### src/rtl/mem_access_unit_if.sv
`default_nettype none
// +--------------------------------------------------------------------------+
// | Module   : mem_access_unit_if                                            |
// | Brief    : Single-word memory request/ready bus between MAU and memory.  |
// | Revision : 1.0                                                           |
// +--------------------------------------------------------------------------+
interface mem_access_unit_if #(
    parameter int DATA_W = 16
);
    logic              mem_req;
    logic              mem_we;
    logic [DATA_W-1:0] mem_addr;
    logic [DATA_W-1:0] mem_wdata;
    logic [DATA_W-1:0] mem_rdata;
    logic              mem_ready;

    modport master (
        output mem_req, mem_we, mem_addr, mem_wdata,
        input  mem_rdata, mem_ready
    );

    modport slave (
        input  mem_req, mem_we, mem_addr, mem_wdata,
        output mem_rdata, mem_ready
    );
endinterface
`default_nettype wire

### src/rtl/mem_access_unit.sv
`default_nettype none
// +--------------------------------------------------------------------------+
// | Module   : mem_access_unit                                               |
// | Brief    : LC-3 memory access stage: MAR/MDR plus req/ready transaction. |
// | Revision : 1.0                                                           |
// +--------------------------------------------------------------------------+
module mem_access_unit #(
    parameter int DATA_W     = 16,
    parameter int WAIT_LIMIT = 15
) (
    input  logic                clk,
    input  logic                rst_n,
    input  logic [DATA_W-1:0]   Adder,
    input  logic [DATA_W-1:0]   IR,
    input  logic [DATA_W-1:0]   BUS,
    input  logic                LD_MAR,
    input  logic                MARMUX_Ctrl,
    input  logic                LD_MDR,
    input  logic                MIO_EN,
    input  logic                R_W,
    output logic [DATA_W-1:0]   MAR,
    output logic [DATA_W-1:0]   MDR,
    output logic                R,
    output logic                Err,
    output logic                Busy,
    mem_access_unit_if.master   mem
);

    localparam int C_CNT_W = $clog2(WAIT_LIMIT + 1);
    localparam logic [C_CNT_W-1:0] C_CNT_ONE = C_CNT_W'(1);
    localparam logic [C_CNT_W-1:0] C_LAST_WAIT = C_CNT_W'(WAIT_LIMIT - 1);

    localparam logic [1:0] C_IDLE = 2'd0;
    localparam logic [1:0] C_REQ  = 2'd1;
    localparam logic [1:0] C_DONE = 2'd2;

    logic [1:0]         state_q, state_d;
    logic [DATA_W-1:0]  mar_q, mar_d;
    logic [DATA_W-1:0]  mdr_q, mdr_d;
    logic [C_CNT_W-1:0] cnt_q, cnt_d;
    logic               rw_q, rw_d;
    logic               abort_q, abort_d;
    logic [DATA_W-1:0]  w_mar_src;
    logic               unused_ir_hi;

    // Trap vectors live in IR[7:0]; the upper IR bits never reach MAR.
    assign w_mar_src    = MARMUX_Ctrl ? {{(DATA_W-8){1'b0}}, IR[7:0]} : Adder;
    assign unused_ir_hi = ^IR[DATA_W-1:8];

    always_comb begin
        state_d = state_q;
        mar_d   = mar_q;
        mdr_d   = mdr_q;
        cnt_d   = cnt_q;
        rw_d    = rw_q;
        abort_d = abort_q;
        case (state_q)
            C_IDLE: begin
                if (LD_MAR) mar_d = w_mar_src;
                if (LD_MDR) mdr_d = BUS;
                if (MIO_EN) begin
                    state_d = C_REQ;
                    rw_d    = R_W;
                    cnt_d   = '0;
                    abort_d = 1'b0;
                end
            end
            C_REQ: begin
                if (mem.mem_ready) begin
                    if (!rw_q) mdr_d = mem.mem_rdata;
                    state_d = C_DONE;
                end else begin
                    // Abort once the WAIT_LIMIT-th unanswered cycle has elapsed.
                    cnt_d = cnt_q + C_CNT_ONE;
                    if (cnt_q == C_LAST_WAIT) begin
                        abort_d = 1'b1;
                        state_d = C_DONE;
                    end
                end
            end
            C_DONE:  state_d = C_IDLE;
            default: state_d = C_IDLE;
        endcase
    end

    always_ff @(posedge clk) begin
        if (!rst_n) begin
            state_q <= C_IDLE;
            mar_q   <= '0;
            mdr_q   <= '0;
            cnt_q   <= '0;
            rw_q    <= 1'b0;
            abort_q <= 1'b0;
        end else begin
            state_q <= state_d;
            mar_q   <= mar_d;
            mdr_q   <= mdr_d;
            cnt_q   <= cnt_d;
            rw_q    <= rw_d;
            abort_q <= abort_d;
        end
    end

    assign MAR           = mar_q;
    assign MDR           = mdr_q;
    assign R             = (state_q == C_DONE);
    assign Err           = (state_q == C_DONE) && abort_q;
    assign Busy          = (state_q != C_IDLE);
    assign mem.mem_req   = (state_q == C_REQ);
    assign mem.mem_we    = (state_q == C_REQ) && rw_q;
    assign mem.mem_addr  = mar_q;
    assign mem.mem_wdata = mdr_q;

endmodule
`default_nettype wire

### src/flat_wrapper.sv
// flat-port wrapper written by rule: the top's interface ports become plain ports
module mem_access_unit_flat 
#(
    parameter int DATA_W     = 16,
    parameter int WAIT_LIMIT = 15
)
  (clk, rst_n, Adder, IR, BUS, LD_MAR, MARMUX_Ctrl, LD_MDR, MIO_EN, R_W, MAR, MDR, R, Err, Busy, mem_mem_req, mem_mem_we, mem_mem_addr, mem_mem_wdata, mem_mem_rdata, mem_mem_ready);
  mem_access_unit_if #(.DATA_W(DATA_W)) mem_i ();
  input  logic clk;
  input  logic rst_n;
  input  logic [DATA_W-1:0] Adder;
  input  logic [DATA_W-1:0] IR;
  input  logic [DATA_W-1:0] BUS;
  input  logic LD_MAR;
  input  logic MARMUX_Ctrl;
  input  logic LD_MDR;
  input  logic MIO_EN;
  input  logic R_W;
  output logic [DATA_W-1:0] MAR;
  output logic [DATA_W-1:0] MDR;
  output logic R;
  output logic Err;
  output logic Busy;
  output wire logic [$bits(mem_i.mem_req)-1:0] mem_mem_req;
  output wire logic [$bits(mem_i.mem_we)-1:0] mem_mem_we;
  output wire logic [$bits(mem_i.mem_addr)-1:0] mem_mem_addr;
  output wire logic [$bits(mem_i.mem_wdata)-1:0] mem_mem_wdata;
  input wire logic [$bits(mem_i.mem_rdata)-1:0] mem_mem_rdata;
  input wire logic [$bits(mem_i.mem_ready)-1:0] mem_mem_ready;
  assign mem_mem_req = mem_i.mem_req;
  assign mem_mem_we = mem_i.mem_we;
  assign mem_mem_addr = mem_i.mem_addr;
  assign mem_mem_wdata = mem_i.mem_wdata;
  assign mem_i.mem_rdata = mem_mem_rdata;
  assign mem_i.mem_ready = mem_mem_ready;
  mem_access_unit #(.DATA_W(DATA_W), .WAIT_LIMIT(WAIT_LIMIT)) u_core (.clk(clk), .rst_n(rst_n), .Adder(Adder), .IR(IR), .BUS(BUS), .LD_MAR(LD_MAR), .MARMUX_Ctrl(MARMUX_Ctrl), .LD_MDR(LD_MDR), .MIO_EN(MIO_EN), .R_W(R_W), .MAR(MAR), .MDR(MDR), .R(R), .Err(Err), .Busy(Busy), .mem(mem_i));
endmodule
### config.mk
export PLATFORM = sky130hd
export DESIGN_NAME = mem_access_unit_flat
export DESIGN_NICKNAME = d
export VERILOG_FILES = /design/src/rtl/mem_access_unit_if.sv /design/src/rtl/mem_access_unit.sv /design/src/flat_wrapper.sv
export SDC_FILE = /design/constraint.sdc
export NUM_CORES = 1
export LEC_CHECK = 0
export ABC_AREA = 1
export CORE_MARGIN = 2
export CORE_UTILIZATION = 36
export DETAILED_ROUTE_END_ITERATION = 7
export GPL_TIMING_DRIVEN = 0
export PLACE_DENSITY = 0.8
export SYNTH_ARGS = -nofsm -noshare
export SYNTH_HDL_FRONTEND = slang
export SYNTH_SLANG_ARGS = --single-unit
### constraint.sdc
create_clock -name clk -period 1.6 [get_ports clk]
set_clock_uncertainty 0.2 [all_clocks]
set_input_delay 0.4 -clock clk [delete_from_list [all_inputs] [get_ports clk]]
set_output_delay 0.4 -clock clk [all_outputs]
set_load 0.02 [all_outputs]
## Word-level counts from Yosys, hierarchy flattened

Cells that the tools add are included.

| cells by class | value |
|---|---|
| reduce and logical (&&, ||, !) cells | 11 |
| add/subtract/negate cells | 1 |
| equal/unequal tests | 10 |
| muxes and demuxes | 16 |

Operators with widths:

| operator | count |
|---|---|
| $mux 16 | 4 |
| $pmux 16 s2 | 1 |
| $mux 4 | 2 |
| $ne 2x2->1 const B | 4 |
| $pmux 4 s2 | 1 |
| $reduce_and 4->1 | 2 |
| $mux 2 | 3 |
| $reduce_and 2->1 | 3 |
| $add 4x1->4 const B | 1 |
| $eq 4x4->1 const B | 1 |
| $ne 2x1->1 const B | 2 |
| $pmux 2 s2 | 1 |
| $reduce_bool 2->1 | 2 |
| $mux 1 | 3 |
| $ne 3x1->1 const B | 1 |
| $reduce_and 3->1 | 1 |
| $eq 2x1->1 const B | 1 |
| $eq 2x2->1 const B | 1 |
| $logic_and 1x1->1 | 2 |
| $logic_not 2->1 | 1 |
| $pmux 1 s2 | 1 |

| storage, ports and cells | value |
|---|---|
| word-level logic and storage cells | 44 |
| register bits after elaboration | 40 |

## Logic depth before layout (Yosys ltp)

Gate-level depths: netlist of the first run.

| logic depth | value |
|---|---|
| depth after elaboration | 4 |
| mapped depth | 8 |
| gate-level depth less buffers | 7 |

## Worst setup path after synthesis of the first run

OpenSTA, ideal clock, no wires.

| timing path | value |
|---|---|
| path type | reg2out |
| start | register u_core.state_q[0] |
| end | output port mem_mem_we |
| arrival | 1.137 ns |
| stages on the path, launching flop included | 6 |
| setup slack | -0.137 ns |
| data required time | 1.000 ns |
| buffers on the path | 1 |
| path through | dfxtp_1 > inv_2 > nor2_4 > inv_2 > buf_2 > nor2_1 |

| on the way | value |
|---|---|
| cells in the longest elaborated chain, start to end | 2 |

RTL lines:

| item | RTL line | text |
|---|---|---|
| from (decl) | mem_access_unit.sv:37 | `logic [1:0] state_q, state_d;` |
| from (signal assigned) | mem_access_unit.sv:95 | `state_q <= state_d;` |
| $eq 2x1->1 | mem_access_unit.sv:110 | `assign mem.mem_we = (state_q == C_REQ) && rw_q;` |
| $logic_and 1x1->1 | mem_access_unit.sv:110 |  |
| to (decl) | flat_wrapper.sv:25 | `output wire logic [$bits(mem_i.mem_we)-1:0] mem_mem_we;` |

No other way between the ends.

## Worst setup path after layout of the first run

Ends and elaborated chain as after synthesis.

==> run_summary.xml, run 1 <==
<?xml version="1.0" encoding="UTF-8"?>
<metrics>
  <group name="outcome">
    <metric name="status" unit="">finished, violations left</metric>
    <metric name="failed_checks" unit="">setup timing</metric>
  </group>
  <group name="grt">
    <metric name="initial_antenna_violation_count" unit="">0</metric>
    <metric name="grt.total_usage" unit="">0.191</metric>
    <metric name="grt_max_degree" unit="">13</metric>
    <metric name="vias_in_the_first_global_route" unit="">2285</metric>
    <metric name="grt_first_pass_wirelength" unit="um">10100</metric>
    <metric name="globalRouteOverflowTotal" unit="">0</metric>
  </group>
  <group name="power_and_ir_drop">
    <metric name="switching_power" unit="mW">1.08</metric>
    <metric name="power.sequential.fraction" unit="">0.361</metric>
    <metric name="power_report.internal_total" unit="mW">2.20</metric>
    <metric name="part_of_the_power_in_the_clock_network" unit="">0.247</metric>
    <metric name="power.switching_fraction" unit="">0.329</metric>
    <metric name="p_leak" unit="nW">1.98</metric>
    <metric name="pwr-share-comb" unit="">0.392</metric>
    <metric name="peakVddDrop" unit="mV">0.612</metric>
    <metric name="total_power_divided_by_cell_area" unit="nW/um2">836</metric>
  </group>
  <group name="floorplanning">
    <metric name="core_area" unit="um2">5890</metric>
    <metric name="die_x" unit="um">81.7</metric>
    <metric name="die_h" unit="um">81.7</metric>
    <metric name="effective_utilization_at_floorplan" unit="">0.369</metric>
    <metric name="die_area" unit="um2">6670</metric>
    <metric name="ios" unit="">141</metric>
    <metric name="floorplan.rows" unit="">28</metric>
  </group>
  <group name="finish">
    <metric name="num_antenna_cells" unit="">0</metric>
    <metric name="layout_common_cells" unit="">sky130_fd_sc_hd__nand2_1, sky130_fd_sc_hd__clkdlybuf4s50_1, sky130_fd_sc_hd__nor2_1, sky130_fd_sc_hd__buf_4, sky130_fd_sc_hd__dfxtp_2</metric>
    <metric name="layout.core_utilization" unit="">0.666</metric>
    <metric name="fill_cells" unit="">539</metric>
    <metric name="final_common_cell" unit="">sky130_fd_sc_hd__nand2_1</metric>
    <metric name="finish.net_count" unit="">570</metric>
    <metric name="layout-drive-gt1-share" unit="">0.328</metric>
    <metric name="area.growth.synth_to_final" unit="%">80.3</metric>
    <metric name="fin_cells" unit="">572</metric>
  </group>
  <group name="synthesis">
    <metric name="synth.lib_cells_used.distinct" unit="">17</metric>
    <metric name="post_synth_instance_area" unit="um2">2170</metric>
    <metric name="synth_top_cells_by_area" unit="">sky130_fd_sc_hd__dfxtp_1, sky130_fd_sc_hd__nand2_1, sky130_fd_sc_hd__buf_4, sky130_fd_sc_hd__nor2_1, sky130_fd_sc_hd__inv_1</metric>
    <metric name="synth_seq_cells" unit="">40</metric>
    <metric name="synth-seq-area-share" unit="">0.368</metric>
    <metric name="synth_top_area_cell" unit="">sky130_fd_sc_hd__dfxtp_1</metric>
    <metric name="synth_cells" unit="">347</metric>
    <metric name="syn-mean-instance-area" unit="um2">6.26</metric>
    <metric name="yosys_warnings" unit="">0</metric>
    <metric name="mappedNetlistNets" unit="">421</metric>
    <metric name="post-synth-top-area-fraction" unit="">0.368</metric>
  </group>
  <group name="detailed_routing">
    <metric name="detailedRoute.firstIterationViolations" unit="">93</metric>
    <metric name="post_drt_via_cell_ratio" unit="">4.46</metric>
    <metric name="drt_pass1_iterations" unit="">4</metric>
    <metric name="route.detailed.wl_per_inst" unit="um">12.0</metric>
    <metric name="route.antenna.remaining_nets" unit="">0</metric>
    <metric name="drcViolationCount" unit="">0</metric>
    <metric name="route.final.wire_length" unit="um">6870</metric>
    <metric name="route.vias.total" unit="">2550</metric>
  </group>
  <group name="sta">
    <metric name="fmax" unit="MHz">565</metric>
    <metric name="finalHoldViolations" unit="">0</metric>
    <metric name="layout_worst_path_cycle_share" unit="">1.11</metric>
    <metric name="worst-slew-pin-transition" unit="ns">0.555</metric>
    <metric name="hold-worst-slack" unit="ns">0.275</metric>
    <metric name="max_slew_margin" unit="">0.630</metric>
    <metric name="final_critical_path_setup_slack" unit="ns">-0.171</metric>
    <metric name="finalSetupViolations" unit="">5</metric>
    <metric name="grt_setup_unrepaired" unit="">true</metric>
    <metric name="final_max_slew_viol_count" unit="">0</metric>
    <metric name="timing.final.crit_period" unit="ns">1.77</metric>
  </group>
  <group name="worst_setup_path">
    <metric name="crit_path_start_kind" unit="">register</metric>
    <metric name="worst_setup_path_end_kind" unit="">output pin</metric>
    <metric name="timing.critical_path.required" unit="ns">1.00</metric>
    <metric name="crit_arrival" unit="ns">1.17</metric>
    <metric name="timing.setup.critical_path_class" unit="">register to output pin</metric>
    <metric name="worst-path-max-fanout" unit="">5</metric>
  </group>
  <group name="flow_run">
    <metric name="cap_violations" unit="">0</metric>
  </group>
  <group name="clocking">
    <metric name="htree_num_levels" unit="">2</metric>
    <metric name="cts_made_buffers" unit="">5</metric>
    <metric name="tritoncts" unit="">done</metric>
    <metric name="cts_max_path_buffers" unit="">2</metric>
    <metric name="clk_pin_slew" unit="ns">0.08</metric>
    <metric name="cts.sinks" unit="">40</metric>
    <metric name="clock_insertion_delay_worst_skew" unit="ns">0.28</metric>
    <metric name="root_buffer" unit="">sky130_fd_sc_hd__clkbuf_8</metric>
  </group>
  <group name="place">
    <metric name="post-place-cells" unit="">552</metric>
    <metric name="buffer_ports.inserted" unit="">130</metric>
    <metric name="detailedPlacementHpwl" unit="um">4870</metric>
    <metric name="place_ws" unit="ns">-0.725</metric>
    <metric name="gp_congestion" unit="">0.797</metric>
  </group>
  <group name="hold_path">
    <metric name="holdCritPathClass" unit="">register to register</metric>
  </group>
</metrics>
==> power by group through the flow <==
stage | clock [mW] | combinational, mW | sequential (mW)
2_1_floorplan | 0 | 0.557 | 1.28
5_1_grt | 0.860 | 1.40 | 1.19
3_5_place_dp | 0 | 1.21 | 1.19
4_1_cts | 0.821 | 1.17 | 1.18
6_report | 0.809 | 1.28 | 1.18
3_3_place_gp | 0 | 1.20 | 1.19
==> layout make-up <==
| type | count | area [um2] | area share |
|---|---|---|---|
| Clock buffer | 6 | 72.6 | 0.0185 |
| Buffer | 45 | 342 | 0.0872 |
| Inverter | 33 | 131 | 0.0335 |
| Timing Repair Buffer | 143 | 1320 | 0.337 |
| Sequential cell | 40 | 846 | 0.216 |
| Multi-Input combinational cell | 228 | 1080 | 0.275 |
| Tap cell | 75 | 93.8 | 0.0240 |
| Clock inverter | 2 | 35.0 | 0.00894 |
==> routing by layer <==
layer / track usage / share of wire / vias to the layer above
li1: - / - / 1307
met1: 0.217 / 0.38 / 1147
met2: 0.352 / 0.52 / 90
met3: 0.0516 / 0.081 / 6
met4: 0.0500 / 0.010 / 0
met5: 0 / 0 / -
==> synthesized netlist by cell type, drive strengths merged <==
cell,n
a21boi,1
a21oi,11
buf,42
clkbuf,4
dfxtp,40
ha,2
inv,33
nand2,126
nand3,15
nor2,60
nor3,2
o21a,1
o21ai,10
==> through the flow <==
step	TNS (ns)	power [mW]	cell area, um2
floorplan	0	1.83	2180
global placement	-11.76	2.38	3580
detailed placement	-12.76	2.40	3580
CTS	-0.340	3.17	3770
global route	-1.16	3.46	3920
finish	-0.428	3.28	3920
==> critical path, cell delays in order (launching register included) <==
cell,delay (ns)
sky130_fd_sc_hd__dfxtp_4,0.37
sky130_fd_sc_hd__inv_2,0.04
sky130_fd_sc_hd__nor2_4,0.15
sky130_fd_sc_hd__clkinv_4,0.11
sky130_fd_sc_hd__nor2_4,0.09
sky130_fd_sc_hd__buf_6,0.12
==> path summary, 6_finish.rpt <==
check	from	end	slack [ns]	cells past startpoint
setup reg to reg	u_core.state_q[1]	u_core.MDR[9]	0.02	9
hold reg to reg	u_core.MAR[15]	u_core.MAR[15]	0.28	2
setup / recovery	u_core.state_q[0]	mem_mem_we	-0.17	5
hold / removal	u_core.MAR[15]	u_core.MAR[15]	0.28	2
==> registers in the layout, summed over array words and instances, names as in the netlist <==
name / flops
u_core.cnt_q: 4
u_core.MAR: 16
u_core.abort_q: 1
u_core.state_q: 2
u_core.MDR: 16
u_core.rw_q: 1
==> repair_timing <==
item / 4_1_cts / 5_1_grt
pin swaps: 3 / 9
gates resized for setup: 200 / 83
setup buffers: 5 / 6
cloned: 0 / 2
setup endpoints to repair: 87 / 59
hold buffers: 0 / 0
==> kinds of logic (layout without fill, tap and decap cells) <==
logic type                 count (synthesis)  after routing  synth area share
and+or+nand+nor                          203            203             0.365
buffers and inverters                     79            229             0.200
DFF                                       40             40             0.368
AOI/OAI and AO/OA                         23             23            0.0553
adders and majority gates                  2              2            0.0115
(Power assumes the default switching activity.)
==> run 2, diff against run 1 <==
--- a/config.mk
+++ b/config.mk
@@ -7,10 +7,12 @@
 export LEC_CHECK = 0
 export ABC_AREA = 1
 export CORE_MARGIN = 2
-export CORE_UTILIZATION = 36
+export CORE_UTILIZATION = 39
+export CTS_CLUSTER_DIAMETER = 100
 export DETAILED_ROUTE_END_ITERATION = 7
 export GPL_TIMING_DRIVEN = 0
-export PLACE_DENSITY = 0.8
+export PLACE_DENSITY = 0.86
+export REMOVE_ABC_BUFFERS = 1
 export SYNTH_ARGS = -nofsm -noshare
 export SYNTH_HDL_FRONTEND = slang
 export SYNTH_SLANG_ARGS = --single-unit
==> constraint.sdc (replaced) <==
create_clock -name clk -period 2.2 [get_ports clk]
set_clock_uncertainty 0.2 [all_clocks]
set_input_delay 0.55 -clock clk [delete_from_list [all_inputs] [get_ports clk]]
set_output_delay 0.55 -clock clk [all_outputs]
set_load 0.02 [all_outputs]
==> run 2 against run 1 <==
Effect of this change:
- the flow now finishes without violations
- non-clock buffer count shrank 55
- die area shrank 7.3%
- clock power shrank 39%
- sequential share of layout area grew 2.2 points
- count of clock-buffer cells in the layout is the same
- wire length shrank 16%
- first-iteration DRC count shrank 46%
- sequential power shrank 28%
- cell count shrank 10%
- largest power group is now sequential cells
==> run_summary.xml, run 2 (synthesis gave the netlist of run 1 again) <==
<?xml version="1.0" encoding="UTF-8"?>
<metrics>
  <group name="grt">
    <metric name="grt.total_usage" unit="">0.192</metric>
    <metric name="grt_first_pass_wirelength" unit="um">9380</metric>
    <metric name="initial_antenna_violation_count" unit="">0</metric>
    <metric name="globalRouteOverflowTotal" unit="">0</metric>
    <metric name="vias_in_the_first_global_route" unit="">2195</metric>
    <metric name="grt_max_degree" unit="">33</metric>
  </group>
  <group name="clocking">
    <metric name="cts_made_buffers" unit="">5</metric>
    <metric name="tritoncts" unit="">done</metric>
    <metric name="cts_max_path_buffers" unit="">2</metric>
    <metric name="cts.sinks" unit="">40</metric>
    <metric name="clk_pin_slew" unit="ns">0.08</metric>
    <metric name="clock_insertion_delay_worst_skew" unit="ns">0.29</metric>
    <metric name="root_buffer" unit="">sky130_fd_sc_hd__clkbuf_8</metric>
    <metric name="htree_num_levels" unit="">2</metric>
  </group>
  <group name="worst_setup_path">
    <metric name="cp_top_family" unit="">buffers and inverters</metric>
    <metric name="worst_path_max_delay_cell" unit="">sky130_fd_sc_hd__dfxtp_4</metric>
    <metric name="worst-path-max-fanout" unit="">18</metric>
    <metric name="rr_startpoint" unit="">u_core.state_q[1]</metric>
    <metric name="ff2ff_setup_slack" unit="ns">0.42</metric>
    <metric name="setup.worst_path.start" unit="">u_core.state_q[0]</metric>
    <metric name="crit_arrival" unit="ns">1.36</metric>
    <metric name="worst_setup_path_end_kind" unit="">output pin</metric>
    <metric name="cp_cell_sequence" unit="">inv_2, nor2_4, buf_6, clkdlybuf4s15_2</metric>
    <metric name="timing.setup.critical_path_class" unit="">register to output pin</metric>
    <metric name="worst_path_largest_cell_delay" unit="ns">0.39</metric>
    <metric name="worst-path-buf-inv" unit="">3</metric>
    <metric name="crit_path_start_kind" unit="">register</metric>
    <metric name="timing.critical_path.required" unit="ns">1.45</metric>
  </group>
  <group name="detailed_routing">
    <metric name="route.final.wire_length" unit="um">5790</metric>
    <metric name="met1_length" unit="um">2340</metric>
    <metric name="drcViolationCount" unit="">0</metric>
    <metric name="dr.max_layer_used" unit="">met4</metric>
    <metric name="route.antenna.remaining_nets" unit="">0</metric>
    <metric name="met3RoutedLength" unit="um">615</metric>
    <metric name="drt_pass1_iterations" unit="">4</metric>
    <metric name="route.detailed.wl_per_inst" unit="um">11.3</metric>
    <metric name="route.vias.total" unit="">2327</metric>
    <metric name="metal2_wl" unit="um">2760</metric>
    <metric name="detailedRoute.firstIterationViolations" unit="">50</metric>
    <metric name="post_drt_via_cell_ratio" unit="">4.53</metric>
  </group>
  <group name="finish">
    <metric name="finish.net_count" unit="">515</metric>
    <metric name="num_antenna_cells" unit="">0</metric>
    <metric name="layout-drive-gt1-share" unit="">0.0452</metric>
    <metric name="layout_common_cells" unit="">sky130_fd_sc_hd__nand2_1, sky130_fd_sc_hd__clkdlybuf4s50_1, sky130_fd_sc_hd__nor2_1, sky130_fd_sc_hd__dfxtp_1, sky130_fd_sc_hd__inv_1</metric>
    <metric name="area.growth.synth_to_final" unit="%">56.1</metric>
  </group>
  <group name="sta">
    <metric name="fmax" unit="MHz">473</metric>
    <metric name="max_slew_margin" unit="">0.644</metric>
    <metric name="layout_worst_path_cycle_share" unit="">0.961</metric>
    <metric name="finalSetupViolations" unit="">0</metric>
    <metric name="grt_setup_unrepaired" unit="">false</metric>
    <metric name="final_max_slew_viol_count" unit="">0</metric>
    <metric name="finalHoldViolations" unit="">0</metric>
    <metric name="final_critical_path_setup_slack" unit="ns">0.0866</metric>
    <metric name="timing.final.crit_period" unit="ns">2.11</metric>
    <metric name="worst-slew-pin-transition" unit="ns">0.534</metric>
  </group>
  <group name="power_and_ir_drop">
    <metric name="peakVddDrop" unit="mV">0.306</metric>
    <metric name="total_power" unit="mW">2.13</metric>
    <metric name="p_leak" unit="nW">1.53</metric>
    <metric name="total_power_divided_by_cell_area" unit="nW/um2">628</metric>
  </group>
  <group name="place">
    <metric name="place_ws" unit="ns">-0.658</metric>
    <metric name="detailedPlacementHpwl" unit="um">4420</metric>
    <metric name="buffer_ports.inserted" unit="">132</metric>
    <metric name="gp_congestion" unit="">0.770</metric>
  </group>
  <group name="floorplanning">
    <metric name="die_h" unit="um">78.7</metric>
    <metric name="floorplan.rows" unit="">27</metric>
    <metric name="core_area" unit="um2">5440</metric>
    <metric name="die_x" unit="um">78.7</metric>
    <metric name="ios" unit="">141</metric>
    <metric name="effective_utilization_at_floorplan" unit="">0.400</metric>
    <metric name="die_area" unit="um2">6190</metric>
  </group>
  <group name="hold_path">
    <metric name="holdCritPathClass" unit="">register to register</metric>
    <metric name="timing.hold.worst.start" unit="">u_core.rw_q</metric>
  </group>
  <group name="outcome">
    <metric name="status" unit="">finished clean</metric>
  </group>
  <group name="flow_run">
    <metric name="cap_violations" unit="">0</metric>
  </group>
</metrics>
## run 2: cell count changes in the layout (fill, tap and decap cells not counted), moves of 5 or more
cell / change
sky130_fd_sc_hd__clkdlybuf4s15_2: -8
sky130_fd_sc_hd__clkdlybuf4s15_1: -7
sky130_fd_sc_hd__nor2_1: +7
sky130_fd_sc_hd__dlygate4sd2_1: -21
sky130_fd_sc_hd__dfxtp_1: +30
sky130_fd_sc_hd__a21oi_1: +5
sky130_fd_sc_hd__clkbuf_1: -5
sky130_fd_sc_hd__buf_6: -12
sky130_fd_sc_hd__dfxtp_2: -29
sky130_fd_sc_hd__nand2_1: +9
sky130_fd_sc_hd__nand2_2: -6
sky130_fd_sc_hd__clkdlybuf4s50_1: +65
sky130_fd_sc_hd__buf_2: -24
sky130_fd_sc_hd__buf_4: -39
## run 2: final timing paths
check	to	cells after the start
setup / recovery	mem_mem_req	4
hold / removal	u_core.rw_q	2
setup reg to reg	u_core.MAR[14]	5
hold reg to reg	u_core.rw_q	2
## run 2: through the flow
| step | setup TNS (ns) | instances | instance area, um2 | util | hold slack, ns |
|---|---|---|---|---|---|
| 6_report | 0 | 514 | 3390 | 0.624 | 0.269 |
| 5_1_grt | 0 | 514 | 3390 | 0.624 | 0.305 |
| 4_1_cts | -0.0158 | 514 | 3380 | 0.622 | 0.273 |
| 3_5_place_dp | -15.27 | 505 | 3270 | 0.602 | 0.261 |
| 3_3_place_gp | -14.88 | 505 | 3270 | 0.602 | 0.256 |
| 2_1_floorplan | 0 | 301 | 1860 | - | 0.244 |
## run 2: area by class of cell
cell class	count	area [um2]
multi-input combinational	228	951
fill	486	2050
inverter	33	126
timing repair buffer	133	1330
tap	72	90.1
sequential	40	806
clock buffer	6	82.6
clock inverter	2	10.0
## run 2: repair_timing
item | in CTS | in global routing
hold buffers | 0 | 0
pin swaps | 1 | 0
buffers inserted | 1 | 0
resized for setup | 16 | 4
setup endpoints to repair | 35 | 3
## run 2: worst min-delay path, stage by stage, from the launching register on
cell                      delay, ns
sky130_fd_sc_hd__dfxtp_1       0.31
sky130_fd_sc_hd__inv_1         0.06
sky130_fd_sc_hd__a21oi_1       0.05
## run 2: where the power goes
part	total, mW	switching [mW]	internal (mW)
clock network	0.496	0.246	0.250
registers	0.851	0.0572	0.793
logic	0.782	0.401	0.382
## run 2: layer usage
metal  vias up  track usage
met5         -            0
met4         0       0.0860
met3         7       0.0632
met2       112        0.352
met1      1012        0.197
li1       1196            -
